File: src/rtl/seq_divider_if.sv
// Handshake and operand/result bundle for the sequential divider.
//   master : launches an operation (start, signed_op, A, B) and consumes the
//            result (busy, done, Q, R, div_by_zero, ovf)
//   slave  : the divider itself
interface seq_divider_if #(
  parameter int N = 8
);
  logic         start;
  logic         signed_op;
  logic [N-1:0] A;
  logic [N-1:0] B;
  logic         busy;
  logic         done;
  logic [N-1:0] Q;
  logic [N-1:0] R;
  logic         div_by_zero;
  logic         ovf;

  modport master (
    output start, signed_op, A, B,
    input  busy, done, Q, R, div_by_zero, ovf
  );

  modport slave (
    input  start, signed_op, A, B,
    output busy, done, Q, R, div_by_zero, ovf
  );
endinterface

File: src/rtl/seq_divider.sv
// Multi-cycle restoring divider with a start/busy/done handshake.
// Unsigned or two's-complement operands, divide-by-zero and signed-overflow
// flags, N+2 busy cycles per division (2 for a zero divisor).
//   clk  : system clock, rising edge
//   rst  : asynchronous reset, active low
//   bus  : seq_divider_if.slave
//          in : start, signed_op, A, B (sampled when start is accepted in IDLE)
//          out: busy, done (one-cycle pulse), Q, R, div_by_zero, ovf
//
// state | meaning
// ------+-------------------------------------------------------------
// IDLE  | waiting for start; operands latched on acceptance
// LOAD  | operand magnitudes and result signs formed
// CALC  | one restoring step per cycle, N steps, quotient MSB first
// FIX   | sign correction, results and flags registered, done raised
// DONE  | done high for this single cycle, then back to IDLE
module seq_divider #(
  parameter int N = 8
) (
  input  logic       clk,
  input  logic       rst,
  seq_divider_if.slave bus
);
  localparam int CW = $clog2(N + 1);

  typedef enum logic [2:0] {IDLE, LOAD, CALC, FIX, DONE} state_t;

  state_t        state;
  logic [N-1:0]  a_q;
  logic [N-1:0]  b_q;
  logic          sgn_q;
  logic [N-1:0]  b_mag;
  logic [N-1:0]  rem;
  logic [N-1:0]  dvd;
  logic [CW-1:0] cnt;
  logic          neg_q;
  logic          neg_r;

  logic          busy_r;
  logic          done_r;
  logic [N-1:0]  q_r;
  logic [N-1:0]  r_r;
  logic          dz_r;
  logic          ovf_r;

  logic [N-1:0]  a_abs;
  logic [N-1:0]  b_abs;
  logic [N:0]    rem_sh;
  logic [N:0]    trial;
  logic          keep;
  logic          b_zero;
  logic          is_ovf;

  // Magnitudes are held as unsigned N-bit values, so |2^(N-1)| is exact.
  always_comb begin
    a_abs  = (sgn_q && a_q[N-1]) ? (~a_q + 1'b1) : a_q;
    b_abs  = (sgn_q && b_q[N-1]) ? (~b_q + 1'b1) : b_q;
    rem_sh = {rem, dvd[N-1]};
    trial  = rem_sh - {1'b0, b_mag};
    // rem_sh < 2*|B|, so bit N of the difference is set exactly when it went negative.
    keep   = ~trial[N];
    b_zero = (b_q == '0);
    is_ovf = sgn_q && (a_q == {1'b1, {(N-1){1'b0}}}) && (b_q == '1);
  end

  always_ff @(posedge clk or negedge rst) begin
    if (!rst) begin
      state  <= IDLE;
      a_q    <= '0;
      b_q    <= '0;
      sgn_q  <= 1'b0;
      b_mag  <= '0;
      rem    <= '0;
      dvd    <= '0;
      cnt    <= '0;
      neg_q  <= 1'b0;
      neg_r  <= 1'b0;
      busy_r <= 1'b0;
      done_r <= 1'b0;
      q_r    <= '0;
      r_r    <= '0;
      dz_r   <= 1'b0;
      ovf_r  <= 1'b0;
    end else begin
      case (state)
        IDLE: begin
          done_r <= 1'b0;
          if (bus.start) begin
            a_q    <= bus.A;
            b_q    <= bus.B;
            sgn_q  <= bus.signed_op;
            busy_r <= 1'b1;
            state  <= LOAD;
          end
        end
        LOAD: begin
          neg_q <= sgn_q & (a_q[N-1] ^ b_q[N-1]);
          neg_r <= sgn_q & a_q[N-1];
          b_mag <= b_abs;
          dvd   <= a_abs;
          rem   <= '0;
          cnt   <= CW'(N);
          // A zero divisor skips the iterations; FIX then publishes the fixed
          // result so done lands two cycles after acceptance.
          state <= b_zero ? FIX : CALC;
        end
        CALC: begin
          rem <= keep ? trial[N-1:0] : rem_sh[N-1:0];
          dvd <= {dvd[N-2:0], keep};
          cnt <= cnt - 1'b1;
          if (cnt == CW'(1)) state <= FIX;
        end
        FIX: begin
          if (b_zero) begin
            q_r   <= '1;
            r_r   <= a_q;
            dz_r  <= 1'b1;
            ovf_r <= 1'b0;
          end else begin
            q_r   <= neg_q ? (~dvd + 1'b1) : dvd;
            r_r   <= neg_r ? (~rem + 1'b1) : rem;
            dz_r  <= 1'b0;
            ovf_r <= is_ovf;
          end
          done_r <= 1'b1;
          busy_r <= 1'b0;
          state  <= DONE;
        end
        DONE: begin
          done_r <= 1'b0;
          state  <= IDLE;
        end
        default: state <= IDLE;
      endcase
    end
  end

  assign bus.busy        = busy_r;
  assign bus.done        = done_r;
  assign bus.Q           = q_r;
  assign bus.R           = r_r;
  assign bus.div_by_zero = dz_r;
  assign bus.ovf         = ovf_r;
endmodule
File: src/flat_wrapper.sv
// flat-port wrapper written by rule: the top's interface ports become plain ports
module seq_divider_flat 
#(
  parameter int N = 8
)
  (clk, rst, bus_start, bus_signed_op, bus_A, bus_B, bus_busy, bus_done, bus_Q, bus_R, bus_div_by_zero, bus_ovf);
  seq_divider_if #(.N(N)) bus_i ();
  input  logic clk;
  input  logic rst;
  input wire logic [$bits(bus_i.start)-1:0] bus_start;
  input wire logic [$bits(bus_i.signed_op)-1:0] bus_signed_op;
  input wire logic [$bits(bus_i.A)-1:0] bus_A;
  input wire logic [$bits(bus_i.B)-1:0] bus_B;
  output wire logic [$bits(bus_i.busy)-1:0] bus_busy;
  output wire logic [$bits(bus_i.done)-1:0] bus_done;
  output wire logic [$bits(bus_i.Q)-1:0] bus_Q;
  output wire logic [$bits(bus_i.R)-1:0] bus_R;
  output wire logic [$bits(bus_i.div_by_zero)-1:0] bus_div_by_zero;
  output wire logic [$bits(bus_i.ovf)-1:0] bus_ovf;
  assign bus_i.start = bus_start;
  assign bus_i.signed_op = bus_signed_op;
  assign bus_i.A = bus_A;
  assign bus_i.B = bus_B;
  assign bus_busy = bus_i.busy;
  assign bus_done = bus_i.done;
  assign bus_Q = bus_i.Q;
  assign bus_R = bus_i.R;
  assign bus_div_by_zero = bus_i.div_by_zero;
  assign bus_ovf = bus_i.ovf;
  seq_divider #(.N(N)) u_core (.clk(clk), .rst(rst), .bus(bus_i));
endmodule
File: config.mk
export PLATFORM = sky130hd
export DESIGN_NAME = seq_divider_flat
export DESIGN_NICKNAME = d
export VERILOG_FILES = /design/src/rtl/seq_divider_if.sv /design/src/rtl/seq_divider.sv /design/src/flat_wrapper.sv
export SDC_FILE = /design/constraint.sdc
export NUM_CORES = 1
export LEC_CHECK = 0
export ABC_AREA = 1
export BUFFER_PORTS_ARGS = -buffer_cell sky130_fd_sc_hd__buf_2
export CORE_UTILIZATION = 55
export DETAILED_ROUTE_END_ITERATION = 10
export GPL_TIMING_DRIVEN = 0
export PLACE_DENSITY = 0.75
export SLEW_MARGIN = 10
export SYNTH_ARGS = -nofsm -noshare
export SYNTH_HDL_FRONTEND = slang
export SYNTH_SLANG_ARGS = --single-unit
File: constraint.sdc
create_clock -name clk -period 2.99 [get_ports clk]
set_input_delay 0.1495 -clock clk [delete_from_list [all_inputs] [get_ports clk]]
set_output_delay 0.1495 -clock clk [all_outputs]
set_load 0.05 [all_outputs]
# --- Word level (Yosys, flattened, before mapping) ---
# Cells that the tools add are included.
word_totals:
  in_bits: 20
  reg_bits: 70
  elab_cells: 71
op_classes:
  muxes: 19
  n_eq_ne: 9
  add_sub_neg: 6
  n_bitwise: 8
  reduce_logical: 13
ops:
  columns: ["cell", "count"]
  rows:
  - ["8-bit 2-to-1 mux", 7]
  - ["8-bit by 1-bit adder with 8-bit output (second input constant)", 4]
  - ["8-bit NOT", 4]
  - ["8-bit case mux with 2 select lines", 2]
  - ["8-bit == test (second input constant)", 2]
  - ["3-bit case mux with 4 select lines", 1]
  - ["9-bit by 8-bit subtractor with 9-bit output", 1]
  - ["8-bit zero test", 1]
  - ["4-bit case mux with 2 select lines", 1]
  - ["3-bit by 2-bit == test with 1-bit output (second input constant)", 2]
  - ["3-bit 2-to-1 mux", 2]
  - ["2-bit AND reduction", 3]
  - ["2-bit nonzero test", 3]
  - ["4-bit by 1-bit == test with 1-bit output (second input constant)", 1]
  - ["1-bit logical AND", 4]
  - ["1-bit 2-to-1 mux", 4]
  - ["1-bit case mux with 2 select lines", 2]
  - ["4-bit by 1-bit subtractor with 4-bit output (second input constant)", 1]
  - ["3-bit by 1-bit == test with 1-bit output (second input constant)", 1]
  - ["3-bit == test (second input constant)", 1]
  - ["3-bit zero test", 1]
  - ["1-bit bitwise AND", 2]
  - ["2-bit by 1-bit != test with 1-bit output (second input constant)", 1]
  - ["2-bit != test (second input constant)", 1]
  - ["other kinds (3)", 3]

# --- Depth between registers and ports, before layout ---
depth:
  depth_word: 4
  mapped_depth: 13
  mapped_depth_nobuf: 13

# --- Least setup slack after synthesis ---
# No wires, ideal clock.
synth_timing:
  kind: "flip-flop to flip-flop"
  startpoint: "register u_core.dvd[7]"
  endpoint: "register u_core.rem[7]"
  setup_slack_ns: 1.186
  required_time_ns: 2.873
  path_stages_with_launch: 14
  synth_period_minus_slack_ns: 1.804
  setup_ns: 0.117
  arrival_ns: 1.687
  n_path_buf: 0
  path_cell_list: "dfrtp_1 > inv_1 > ha_1 > fa_1 > inv_1 > nand2_1 > nand2_4 > nand3_4 > nand2_4 > nand2_4 > nand2_4 > nand2_1 > nand3_1 > nand2_1"
synth_via:
  elab_chain_cells: 3
synth_rtl:
  columns: ["item", "line", "rtl"]
  rows:
  - ["start, declared", "seq_divider.sv:34", "logic [N-1:0] dvd;"]
  - ["start signal, assigned", "seq_divider.sv:100", "dvd <= a_abs;"]
  - ["start signal, assigned", "seq_divider.sv:109", "dvd <= {dvd[N-2:0], keep};"]
  - ["9-bit by 8-bit subtractor with 9-bit output", "seq_divider.sv:59", "trial = rem_sh - {1'b0, b_mag};"]
  - ["8-bit 2-to-1 mux", "seq_divider.sv:108", "rem <= keep ? trial[N-1:0] : rem_sh[N-1:0];"]
  - ["8-bit case mux with 2 select lines", "seq_divider.sv:85", "case (state)"]
  - ["end signal, assigned", "seq_divider.sv:108", null]
  - ["end, declared", "seq_divider.sv:33", "logic [N-1:0] rem;"]
# Every way passes these cells.
# A chain may end at the register's enable or synchronous reset.

# --- Worst setup path in the final report ---
layout_timing:
  startpoint: "register u_core.dvd[7]"
  endpoint: "register u_core.rem[6]"
# Same word-level chain as after synthesis.

==> reports/qor.yml <==
logic_synthesis:
  syn_inst: 513
  synth_top_area_cell: "dfrtp_1"
  synth_top_area_share: 0.429
  ys_ff_latch: 70
  yosys-top-cells-area: "dfrtp_1 43%, nand2_1 10%, nand3_1 6.4%, inv_1 6.3%, ha_1 4.6%"
  yosys_warnings: 0
  synth.cell_area_um2: 4080
  synthFlopType: "dfrtp_1"
  synth_nets: 549
  synth_edf_count: 0
  async_reset_ff_frac: 1.00
  syn_avg_cell_area_um2: 7.95
  ys_types: 39
  ys_seq_area_frac: 0.429
sta:
  min_period_ns: 2.03
  fin_tns_setup_ns: 0
  fmax_ghz: 0.493
  setup_violations: 0
  final.setup.worst_slack_ns: 0.962
  worst_hold_slack_ns: 0.0281
  relSlewSlack: 0.651
  period_share: 0.678
  slew_viol_final: 0
  rsz0062_at_grt: "false"
  tightest_slew_ns: 0.523
  fin_skew_ns: 0.0136
  final-hold-violation-count: 0
power:
  p_comb_frac: 0.572
  power.internal_uw: 2990
  ir_worst_vdd_mv: 0.560
  pwr-share-seq: 0.283
  p_sw_uw: 2990
  p_sw_frac: 0.500
  leakage_uw: 0.00240
  p_clk_frac: 0.144
  power_density_nw_per_um2: 1290
detailed_routing:
  vias_per_cell: 5.32
  wl_um: 9380
  drc: 0
  vias: 3562
  drtPass1Iterations: 5
  ant_nets: 0
  drtIter0Drc: 185
  route.detailed.wl_per_inst_um: 14.0
worst_setup_path:
  cp_max_fo: 9
  regToRegSetupSlack_ns: 0.96
  critical_path_class: "reg2reg"
  critPathLaunchType: "register"
  reg2reg_depth: 13
  worstPathArrival_ns: 2.27
  rr_startpoint: "u_core.dvd[7]$_DFFE_PN0P_"
  end_kind: "register"
  r2r-end: "u_core.rem[6]$_DFFE_PN0P_"
  cp.required_ns: 3.23
worst_hold_path:
  min_to: "u_core.sgn_q$_DFFE_PN0P_"
  min_from: "bus_signed_op"
  min_path_type: "in2reg"
  hold-path-cell-count: 2
floorplanning:
  io_pins: 40
  die-height_um: 88.1
  rows: 31
  die_x_um: 88.1
  fp.coreArea_um2: 7210
  die_area_um2: 7760
  start_util: 0.565
global_routing:
  track_usage: 0.268
  grt_pass1_wl_um: 15800
  antenna_found_initial: 0
  grt_pass1_vias: 3299
  grt_max_degree: 41
  overflow: 0
layout:
  drive_above_1_share: 0.161
  area_growth_pct: 14.0
  layout.nets: 601
  layout_commonest_cell: "nand2_1"
  final_cell_mix: "112 x nand2_1, 70 x dfrtp_1, 68 x inv_1, 52 x nand3_1, 44 x nor2_1"
  diodes: 0
job:
  max-cap-violations: 0
cts:
  cts_tree: "yes"
  clock_path_buffers: 2
  cts_hold_buf: 1
  clkTransAtPathRegs_ns: 0.08
  cts_setup_buffers: 0
  numClockSinks: 70
  htreeDepth: 3
  cts_inserted_buffers: 9
  worstSkewPairLatency_ns: 0.35
  clk_root_buffer_cell: "clkbuf_8"
  cts_resized: 0
placement:
  dp_slack_ns: 0.970
  hpwl_um: 7170
  gp_congestion: 0.979
  place.port_buffers: 39
run_status:
  status: "finished clean"
## critical path: stages (launching register included)
cell	delay, ns
dfrtp_1	0.37
inv_1	0.09
ha_1	0.23
fa_1	0.41
inv_1	0.07
nand2_1	0.08
nand2_4	0.10
nand3_4	0.10
nand2_4	0.10
nand2_4	0.09
nand2_4	0.09
nand2_1	0.05
nand3_1	0.06
nand2_1	0.06
## cells by family after synthesis
logic type / after synthesis / synth area share
AOI/OAI and AO/OA: 90 / 0.125
buffers and inverters: 86 / 0.0905
DFF: 70 / 0.429
xor gates and xnor gates: 11 / 0.0236
and+or+nand+nor: 238 / 0.275
muxes: 2 / 0.00552
adders and majority gates: 16 / 0.0509
## state kept, by name, indices dropped and copies added (netlist names)
| name | count |
|---|---|
| u_core.bus.busy | 1 |
| u_core.neg_r | 1 |
| u_core.sgn_q | 1 |
| u_core.cnt | 4 |
| u_core.dvd | 8 |
| u_core.bus.R | 8 |
| u_core.bus.div_by_zero | 1 |
| u_core.rem | 8 |
| u_core.bus.ovf | 1 |
| u_core.bus.done | 1 |
| u_core.state | 3 |
| u_core.b_q | 8 |
| u_core.neg_q | 1 |
| u_core.b_mag | 8 |
| u_core.a_q | 8 |
| u_core.bus.Q | 8 |
## cell usage after synthesis, types with 2 or more instances
cell	count
nor2_1	44
nand3_2	4
o22ai_1	6
xor2_1	10
clkbuf_1	2
nand3b_1	4
buf_6	3
nand2_1	112
inv_2	3
a31oi_1	4
nand3_4	3
ha_1	15
nand4_1	6
a21oi_1	33
buf_2	4
o221ai_1	5
clkinv_1	2
mux2_2	2
buf_4	2
o211ai_1	2
dfrtp_1	70
nand2_4	4
nand2_2	2
inv_1	68
o21ai_0	36
nor2_4	3
nand3_1	52
## per-stage QoR
step | cells | utilization | power (µW) | instance area (µm²)
CTS | 669 | 0.645 | 5990 | 4650
global route | 669 | 0.645 | 6530 | 4650
detailed placement | 652 | 0.613 | 5120 | 4420
global placement | 651 | 0.610 | 5010 | 4400
floorplan | 513 | - | 4320 | 4080
finish | 669 | 0.645 | 5980 | 4650
## worst max-delay path by stage
stage / from / end / slack [ns] / cells past startpoint
final: u_core.dvd[7]$_DFFE_PN0P_ / u_core.rem[6]$_DFFE_PN0P_ / 0.96 / 13
after global routing: u_core.dvd[7]$_DFFE_PN0P_ / u_core.rem[5]$_DFFE_PN0P_ / 0.79 / 13
after CTS: u_core.dvd[7]$_DFFE_PN0P_ / u_core.rem[6]$_DFFE_PN0P_ / 0.96 / 13
after detailed placement: u_core.dvd[7]$_DFFE_PN0P_ / u_core.rem[6]$_DFFE_PN0P_ / 0.97 / 13
after global placement: u_core.dvd[7]$_DFFE_PN0P_ / u_core.rem[5]$_DFFE_PN0P_ / 1.01 / 13
after floorplan: u_core.dvd[7]$_DFFE_PN0P_ / u_core.rem[7]$_DFFE_PN0P_ / 1.19 / 13
## per-layer routing
metal / track usage / vias to the layer above / wire (µm)
li1: - / 1778 / -
met1: 0.376 / 1667 / 4510
met2: 0.424 / 106 / 4290
met3: 0.0481 / 11 / 463
met4: 0.0821 / 0 / 112
met5: 0 / - / 0
## area by class of cell
type	instances	area (µm²)
plain buffers	13	95.1
clock buffers	10	128
clock inverters	6	93.8
fillers	661	2560
inverters	73	274
multi-input cells	357	1960
flip-flops and latches	70	1750
well taps	99	124
repair buffers	41	228
## power by group through the flow
| stage | clock [µW] | sequential, µW | combinational, µW |
|---|---|---|---|
| 2_1_floorplan | 0 | 2060 | 2260 |
| 3_3_place_gp | 0 | 1690 | 3320 |
| 3_5_place_dp | 0 | 1710 | 3410 |
| 4_1_cts | 875 | 1690 | 3420 |
| 5_1_grt | 915 | 1750 | 3870 |
| 6_report | 863 | 1700 | 3430 |
Power figures use the tool's default switching activity.
